<file path="src/rtl/ddr3_axi_bist.sv">
// -----------------------------------------------------------------------------
// ddr3_axi_bist
// Built-in self-test sequencer for the DDR3 AXI4 slave port. A start pulse
// launches one pass. The pass writes NUM_BURSTS INCR bursts of BURST_LEN beats,
// contiguous from byte address 0. Each beat carries an address-derived pattern.
// The pass then reads every burst back and checks each beat. Every bad write
// response and every bad read beat adds one to a saturating error counter.
// Only one burst is ever outstanding. Every output is registered.
//
// Ports
//   clock, reset        controller clock; synchronous active-high reset
//   start_i             pulse to begin a pass (honoured only when idle/done)
//   busy_o, done_o      pass in progress / pass finished (held until restart)
//   err_count_o         saturating error count of the last/current pass
//   axi_aw*             write-address channel (addr, len, valid/ready)
//   axi_w*              write-data channel (data, last, valid/ready)
//   axi_b*              write-response channel (resp, valid/ready)
//   axi_ar*             read-address channel (addr, len, valid/ready)
//   axi_r*              read-data channel (data, resp, last, valid/ready)
// -----------------------------------------------------------------------------
module ddr3_axi_bist #(
    parameter int ADDRS      = 27,
    parameter int DATA_WIDTH = 32,
    parameter int BURST_LEN  = 16,
    parameter int NUM_BURSTS = 64
) (
    input  logic                  clock,
    input  logic                  reset,
    input  logic                  start_i,
    output logic                  busy_o,
    output logic                  done_o,
    output logic [15:0]           err_count_o,
    output logic                  axi_awvalid_o,
    input  logic                  axi_awready_i,
    output logic [ADDRS-1:0]      axi_awaddr_o,
    output logic [7:0]            axi_awlen_o,
    output logic                  axi_wvalid_o,
    input  logic                  axi_wready_i,
    output logic                  axi_wlast_o,
    output logic [DATA_WIDTH-1:0] axi_wdata_o,
    input  logic                  axi_bvalid_i,
    output logic                  axi_bready_o,
    input  logic [1:0]            axi_bresp_i,
    output logic                  axi_arvalid_o,
    input  logic                  axi_arready_i,
    output logic [ADDRS-1:0]      axi_araddr_o,
    output logic [7:0]            axi_arlen_o,
    input  logic                  axi_rvalid_i,
    output logic                  axi_rready_o,
    input  logic                  axi_rlast_i,
    input  logic [1:0]            axi_rresp_i,
    input  logic [DATA_WIDTH-1:0] axi_rdata_i
);

    localparam int BEAT_W  = 9;
    localparam int BURST_W = $clog2(NUM_BURSTS + 1);

    localparam logic [BEAT_W-1:0]     LAST_BEAT   = BEAT_W'(BURST_LEN - 1);
    localparam logic [BURST_W-1:0]    LAST_BURST  = BURST_W'(NUM_BURSTS - 1);
    localparam logic [ADDRS-1:0]      BEAT_BYTES  = ADDRS'(4);
    localparam logic [ADDRS-1:0]      BURST_BYTES = ADDRS'(BURST_LEN * 4);
    localparam logic [7:0]            AXLEN       = 8'(BURST_LEN - 1);
    localparam logic [DATA_WIDTH-1:0] PATTERN_KEY = DATA_WIDTH'(32'h5A5A_5A5A);

    typedef enum logic [2:0] {
        ST_IDLE  = 3'd0,
        ST_WADDR = 3'd1,
        ST_WDATA = 3'd2,
        ST_WRESP = 3'd3,
        ST_RADDR = 3'd4,
        ST_RDATA = 3'd5,
        ST_DONE  = 3'd6
    } state_t;

    // Test word for a byte address: the zero-extended address XOR a fixed key.
    function automatic logic [DATA_WIDTH-1:0] pattern_word(input logic [ADDRS-1:0] addr);
        pattern_word = DATA_WIDTH'(addr) ^ PATTERN_KEY;
    endfunction

    // Error counter increment that sticks at all-ones.
    function automatic logic [15:0] sat_inc(input logic [15:0] value);
        if (value == 16'hFFFF) begin
            sat_inc = value;
        end else begin
            sat_inc = value + 16'd1;
        end
    endfunction

    state_t               state_r;
    logic [BURST_W-1:0]   burst_r;
    logic [BEAT_W-1:0]    beat_r;
    logic [ADDRS-1:0]     base_r;
    logic [ADDRS-1:0]     beat_addr_r;

    logic [ADDRS-1:0]     next_beat_addr_s;
    logic [ADDRS-1:0]     next_base_s;
    logic [BEAT_W-1:0]    next_beat_s;
    logic                 beat_is_last_s;
    logic                 burst_is_last_s;
    logic                 read_bad_s;

    assign next_beat_addr_s = beat_addr_r + BEAT_BYTES;
    assign next_base_s      = base_r + BURST_BYTES;
    assign next_beat_s      = beat_r + 9'd1;
    assign beat_is_last_s   = (beat_r == LAST_BEAT);
    assign burst_is_last_s  = (burst_r == LAST_BURST);
    // A bad beat is counted once, even when the data, response and rlast are all wrong.
    assign read_bad_s       = (axi_rdata_i != pattern_word(beat_addr_r)) ||
                              (axi_rresp_i != 2'b00) ||
                              (axi_rlast_i != beat_is_last_s);

    // Pass sequencer: state, counters, error tally and every registered AXI output
    always_ff @(posedge clock) begin
        if (reset) begin
            state_r       <= ST_IDLE;
            burst_r       <= '0;
            beat_r        <= '0;
            base_r        <= '0;
            beat_addr_r   <= '0;
            busy_o        <= 1'b0;
            done_o        <= 1'b0;
            err_count_o   <= 16'd0;
            axi_awvalid_o <= 1'b0;
            axi_awaddr_o  <= '0;
            axi_awlen_o   <= 8'd0;
            axi_wvalid_o  <= 1'b0;
            axi_wlast_o   <= 1'b0;
            axi_wdata_o   <= '0;
            axi_bready_o  <= 1'b0;
            axi_arvalid_o <= 1'b0;
            axi_araddr_o  <= '0;
            axi_arlen_o   <= 8'd0;
            axi_rready_o  <= 1'b0;
        end else begin
            case (state_r)
                ST_IDLE, ST_DONE: begin
                    if (start_i) begin
                        state_r       <= ST_WADDR;
                        busy_o        <= 1'b1;
                        done_o        <= 1'b0;
                        err_count_o   <= 16'd0;
                        burst_r       <= '0;
                        base_r        <= '0;
                        axi_awvalid_o <= 1'b1;
                        axi_awaddr_o  <= '0;
                        axi_awlen_o   <= AXLEN;
                        axi_arlen_o   <= AXLEN;
                    end
                end
                ST_WADDR: begin
                    if (axi_awready_i) begin
                        // W is launched only after its AW has been accepted.
                        state_r       <= ST_WDATA;
                        axi_awvalid_o <= 1'b0;
                        axi_wvalid_o  <= 1'b1;
                        axi_wdata_o   <= pattern_word(base_r);
                        axi_wlast_o   <= (LAST_BEAT == 9'd0);
                        beat_r        <= '0;
                        beat_addr_r   <= base_r;
                    end
                end
                ST_WDATA: begin
                    if (axi_wready_i) begin
                        if (beat_is_last_s) begin
                            state_r      <= ST_WRESP;
                            axi_wvalid_o <= 1'b0;
                            axi_wlast_o  <= 1'b0;
                            axi_bready_o <= 1'b1;
                        end else begin
                            beat_r       <= next_beat_s;
                            beat_addr_r  <= next_beat_addr_s;
                            axi_wdata_o  <= pattern_word(next_beat_addr_s);
                            axi_wlast_o  <= (next_beat_s == LAST_BEAT);
                        end
                    end
                end
                ST_WRESP: begin
                    if (axi_bvalid_i) begin
                        axi_bready_o <= 1'b0;
                        if (axi_bresp_i != 2'b00) begin
                            err_count_o <= sat_inc(err_count_o);
                        end
                        if (burst_is_last_s) begin
                            // Writes complete: rewind to burst 0 for the read-back.
                            state_r       <= ST_RADDR;
                            burst_r       <= '0;
                            base_r        <= '0;
                            axi_arvalid_o <= 1'b1;
                            axi_araddr_o  <= '0;
                        end else begin
                            state_r       <= ST_WADDR;
                            burst_r       <= burst_r + 1'b1;
                            base_r        <= next_base_s;
                            axi_awvalid_o <= 1'b1;
                            axi_awaddr_o  <= next_base_s;
                        end
                    end
                end
                ST_RADDR: begin
                    if (axi_arready_i) begin
                        state_r       <= ST_RDATA;
                        axi_arvalid_o <= 1'b0;
                        axi_rready_o  <= 1'b1;
                        beat_r        <= '0;
                        beat_addr_r   <= base_r;
                    end
                end
                ST_RDATA: begin
                    if (axi_rvalid_i) begin
                        if (read_bad_s) begin
                            err_count_o <= sat_inc(err_count_o);
                        end
                        // The burst ends on the beat count alone, whatever rlast says.
                        if (beat_is_last_s) begin
                            axi_rready_o <= 1'b0;
                            if (burst_is_last_s) begin
                                state_r <= ST_DONE;
                                busy_o  <= 1'b0;
                                done_o  <= 1'b1;
                            end else begin
                                state_r       <= ST_RADDR;
                                burst_r       <= burst_r + 1'b1;
                                base_r        <= next_base_s;
                                axi_arvalid_o <= 1'b1;
                                axi_araddr_o  <= next_base_s;
                            end
                        end else begin
                            beat_r      <= next_beat_s;
                            beat_addr_r <= next_beat_addr_s;
                        end
                    end
                end
                default: begin
                    state_r <= ST_IDLE;
                end
            endcase
        end
    end

endmodule

</file>
<file path="config.mk">
export PLATFORM = sky130hd
export DESIGN_NAME = ddr3_axi_bist
export DESIGN_NICKNAME = d
export VERILOG_FILES = /design/src/rtl/ddr3_axi_bist.sv
export SDC_FILE = /design/constraint.sdc
export NUM_CORES = 1
export LEC_CHECK = 0
export BUFFER_PORTS_ARGS = -buffer_cell sky130_fd_sc_hd__buf_2
export CORE_ASPECT_RATIO = 1.1
export CORE_MARGIN = 2
export CORE_UTILIZATION = 40
export CTS_CLUSTER_SIZE = 40
export DETAILED_ROUTE_END_ITERATION = 16
export PLACE_DENSITY = 0.67
export SLEW_MARGIN = 20
export SYNTH_ARGS = -nofsm -noshare
export SYNTH_HDL_FRONTEND = slang
export SYNTH_SLANG_ARGS = --single-unit
</file>
<file path="constraint.sdc">
create_clock -name clock -period 3.82 [get_ports clock]
set_input_delay 0.382 -clock clock [delete_from_list [all_inputs] [get_ports clock]]
set_output_delay 0.382 -clock clock [all_outputs]
set_load 0.02 [all_outputs]
</file>
==> impl_metrics.ini <==
[run_status]
status = completed

[power]
p_sw_w = 0.002347
clockPowerShare_pct = 30.1
ir_drop_uv = 421.8
leakagePower_nw = 3.971
p_sw_share_pct = 40.42
p_seq_share_pct = 34.9
p_per_area_nw_per_um2 = 576.6
p_comb_share_pct = 35.0
intPower_w = 0.003461

[synth]
syn_inst = 1103
synth-xor-area-share_pct = 7.771
synth-simple-area-share_pct = 26.42
netlist_area_sq_um = 8775
yosys.area_share.adder_pct = 0.8556
synth-seq-cells = 163
synth_flop_cell = dfxtp_1
postSynth.asyncResetShare_pct = 0
synthMuxAreaShare_pct = 0.4706
syn_area_per_cell_sq_um = 7.955
yosysSeqAreaShare_pct = 37.19
synth_top_family_by_area = simple AND/OR/NAND/NOR gates
ys_warn_count = 0
synth_compound_area_share_pct = 19.81
synth_edf_count = 0
synth.distinct_cells = 72

[timing]
finalWorstSetupSlack_ps = 849.9
min_period_ps = 2970
rsz0062_at_grt = false
timing.fmax_ghz = 0.3367
tightest_slew_ps = 1013
slew_viol_final = 0
hold_violations = 0
clock_skew_ps = 11.87
fin_crit_sh_pct = 77.75
max_slew_margin_pct = 32.26
setup_viol = 0
finalSetupTns_ps = 0

[clock_network]
cts_tree = built
cts_setup_buffers = 0
clock_sinks = 163
h-tree-depth = 4
cts-hold-fix-buffers = 0
cts_buffers = 17
clockBufferDepth = 2
root_buffer = clkbuf_16
cts.clk_slew.worst_paths_ps = 70
cts_resized = 0
clock_latency_ps = 430

[place]
dpl.hpwl_mm = 17.70
gp_congestion = 0.8611
dp.cells = 1463
place_area_sq_um = 9480
numPortBuffers = 160
dp_slack_ps = 887.7

[global_routing]
grt_max_degree = 64
met3_usage_pct = 3.954
grt_pass1_wl_mm = 39.87
antenna_found_initial = 0
grt_use_met1_pct = 26.96
grt_usage_pct = 21.03
busiest_layer = met2
overflow = 0
grt_util_met2_pct = 35.42
grt_pass1_vias = 7551

[critical_path]
cp-start-kind = flop
cp_slowest_cell = o211ai_2
ff2ff_setup_slack_ps = 850
path_cells = or3b_1, a32oi_2, o211ai_2, buf_4, a21oi_1, o32ai_1
cp.required_ps = 4160
endpoint_kind = flop
path_class = flop to flop
crit_fanout = 26
crit_arrival_ps = 3310
max_stage_delay_ps = 830

[cells_and_area]
multi_input_area_sq_um = 4901
area_delta_synth_final_pct = 14.80
fin_area_sq_um = 10070
fillers = 2167
fin_cells = 1494
nets = 1243
regArea_sq_um = 3263
utilization_pct = 46.98
layout_commonest_cell = dfxtp_1
layout.cells.most_common_list = 163 x dfxtp_1, 159 x buf_2, 114 x nand2_1
layout-drive-gt1-share_pct = 19.19
antenna_cells = 0

[route]
drt-wirelength-per-cell_microns = 16.61
routed_wl_mm = 24.81
firstDrtPassIters = 5
drt.antenna.violating_nets = 0
vias = 8223
via_per_inst = 5.504
drc = 0
drt_iter0_markers = 736

[floorplan]
io_pins = 171
start_util_pct = 40.93
die_width_microns = 145.2
core_area_sq_um = 21440
die_h_microns = 159.3
fp-row-count = 56
die_area_sq_um = 23140

[hold_path]
min_path_type = primary input to flop

[job]
maxCapViolations = 0
==> per-layer routing <==
| layer | vias to the layer above | share of wire (%) |
|---|---|---|
| met5 | - | 0 |
| met4 | 0 | 2.4 |
| met3 | 38 | 5.1 |
| met2 | 264 | 49 |
| met1 | 3867 | 44 |
| li1 | 4054 | - |
==> through the flow <==
stage          power [W]  hold slack, ps
2_1_floorplan   0.003605           447.0
3_3_place_gp    0.004041           430.7
3_5_place_dp    0.004073           439.0
4_1_cts         0.005829           324.6
5_1_grt         0.006141           337.0
6_report        0.005808           330.6
==> critical path: cells and delay by family, from the launching register on <==
family / cells / cell delay [ps]
buffers and inverters: 1 / 310
flip-flops: 1 / 810
AND/OR/NAND/NOR: 1 / 490
AO/OA/AOI/OAI: 4 / 1260
==> final cells by class <==
class	instances	share of cell area (%)
clock inverter	14	1.664
multi-input combinational	823	48.65
timing repair buffer	173	8.943
sequential	163	32.39
inverter	14	0.5217
clock buffer	17	4.223
tap	290	3.602
==> synth_stat cells, drive strengths merged, types with 2 or more instances <==
cell       n  area (sq um)
a211o      5         43.79
a211oi    16         120.1
a21o       4         30.03
a21oi     96         491.7
a22o       4         35.03
a22oi     10         75.07
a311oi     2         17.52
a31oi     11         68.82
and2       9         56.30
and3      26         167.7
and3b      2         17.52
and4       9         78.83
buf       61         406.6
clkbuf    51         193.9
dfxtp    163          3263
ha         6         75.07
inv       14         52.55
mux2i      3         30.03
nand2    116         440.4
nand2b    13         81.33
nand3     45         225.2
nand3b     9         80.08
nand4     22         137.6
nand4b     4         35.03
nor2     114         432.9
nor2b      7         43.79
nor3      30         165.2
nor3b      7         52.55
nor4      12         111.4
o211a      2         27.53
o211ai     9         72.57
o21a       2         15.01
o21ai     61         305.3
o2bb2ai   19         166.4
o31ai     17         127.6
o32ai      7         61.31
or2        7         48.80
or3       16         100.1
or4        2         15.01
xnor2     41         359.1
xor2      36         322.8
==> power groups by stage <==
stage | clock network (W) | logic [W] | registers [W]
final | 0.00175 | 0.00203 | 0.00203
after global routing | 0.00185 | 0.00224 | 0.00205
after CTS | 0.00178 | 0.00203 | 0.00202
after detailed placement | 0 | 0.00201 | 0.00206
after global placement | 0 | 0.00199 | 0.00205
after floorplan | 0 | 0.00150 | 0.00211
==> logic make-up after synthesis <==
kind of cell    Yosys count
compound gates          273
xor+xnor                 77
fa+ha+maj                 6
buf+inv                 126
flops                   163
mux                       4
other cells               1
simple gates            453
==> worst paths after layout <==
| kind | startpoint | to | depth (start not counted) |
|---|---|---|---|
| max | state_r[0]$_SDFFE_PP0P_ | beat_addr_r[26]$_SDFFE_PP0P_ | 6 |
| min | axi_arready_i | axi_arvalid_o$_SDFFE_PP0P_ | 4 |
| max reg2reg | state_r[0]$_SDFFE_PP0P_ | beat_addr_r[26]$_SDFFE_PP0P_ | 6 |
| min reg2reg | axi_araddr_o[18]$_SDFFE_PP0P_ | axi_araddr_o[18]$_SDFFE_PP0P_ | 2 |
==> state kept, by name (all words and copies together) (netlist names) <==
name,count
axi_araddr_o,22
axi_arvalid_o,1
axi_awaddr_o,22
axi_awlen_o,1
axi_awvalid_o,1
axi_bready_o,1
axi_rready_o,1
axi_wdata_o,28
axi_wlast_o,1
axi_wvalid_o,1
base_r,21
beat_addr_r,26
beat_r,9
burst_r,7
busy_o,1
done_o,1
err_count_o,16
state_r,3
Power figures use the tool's default switching activity.
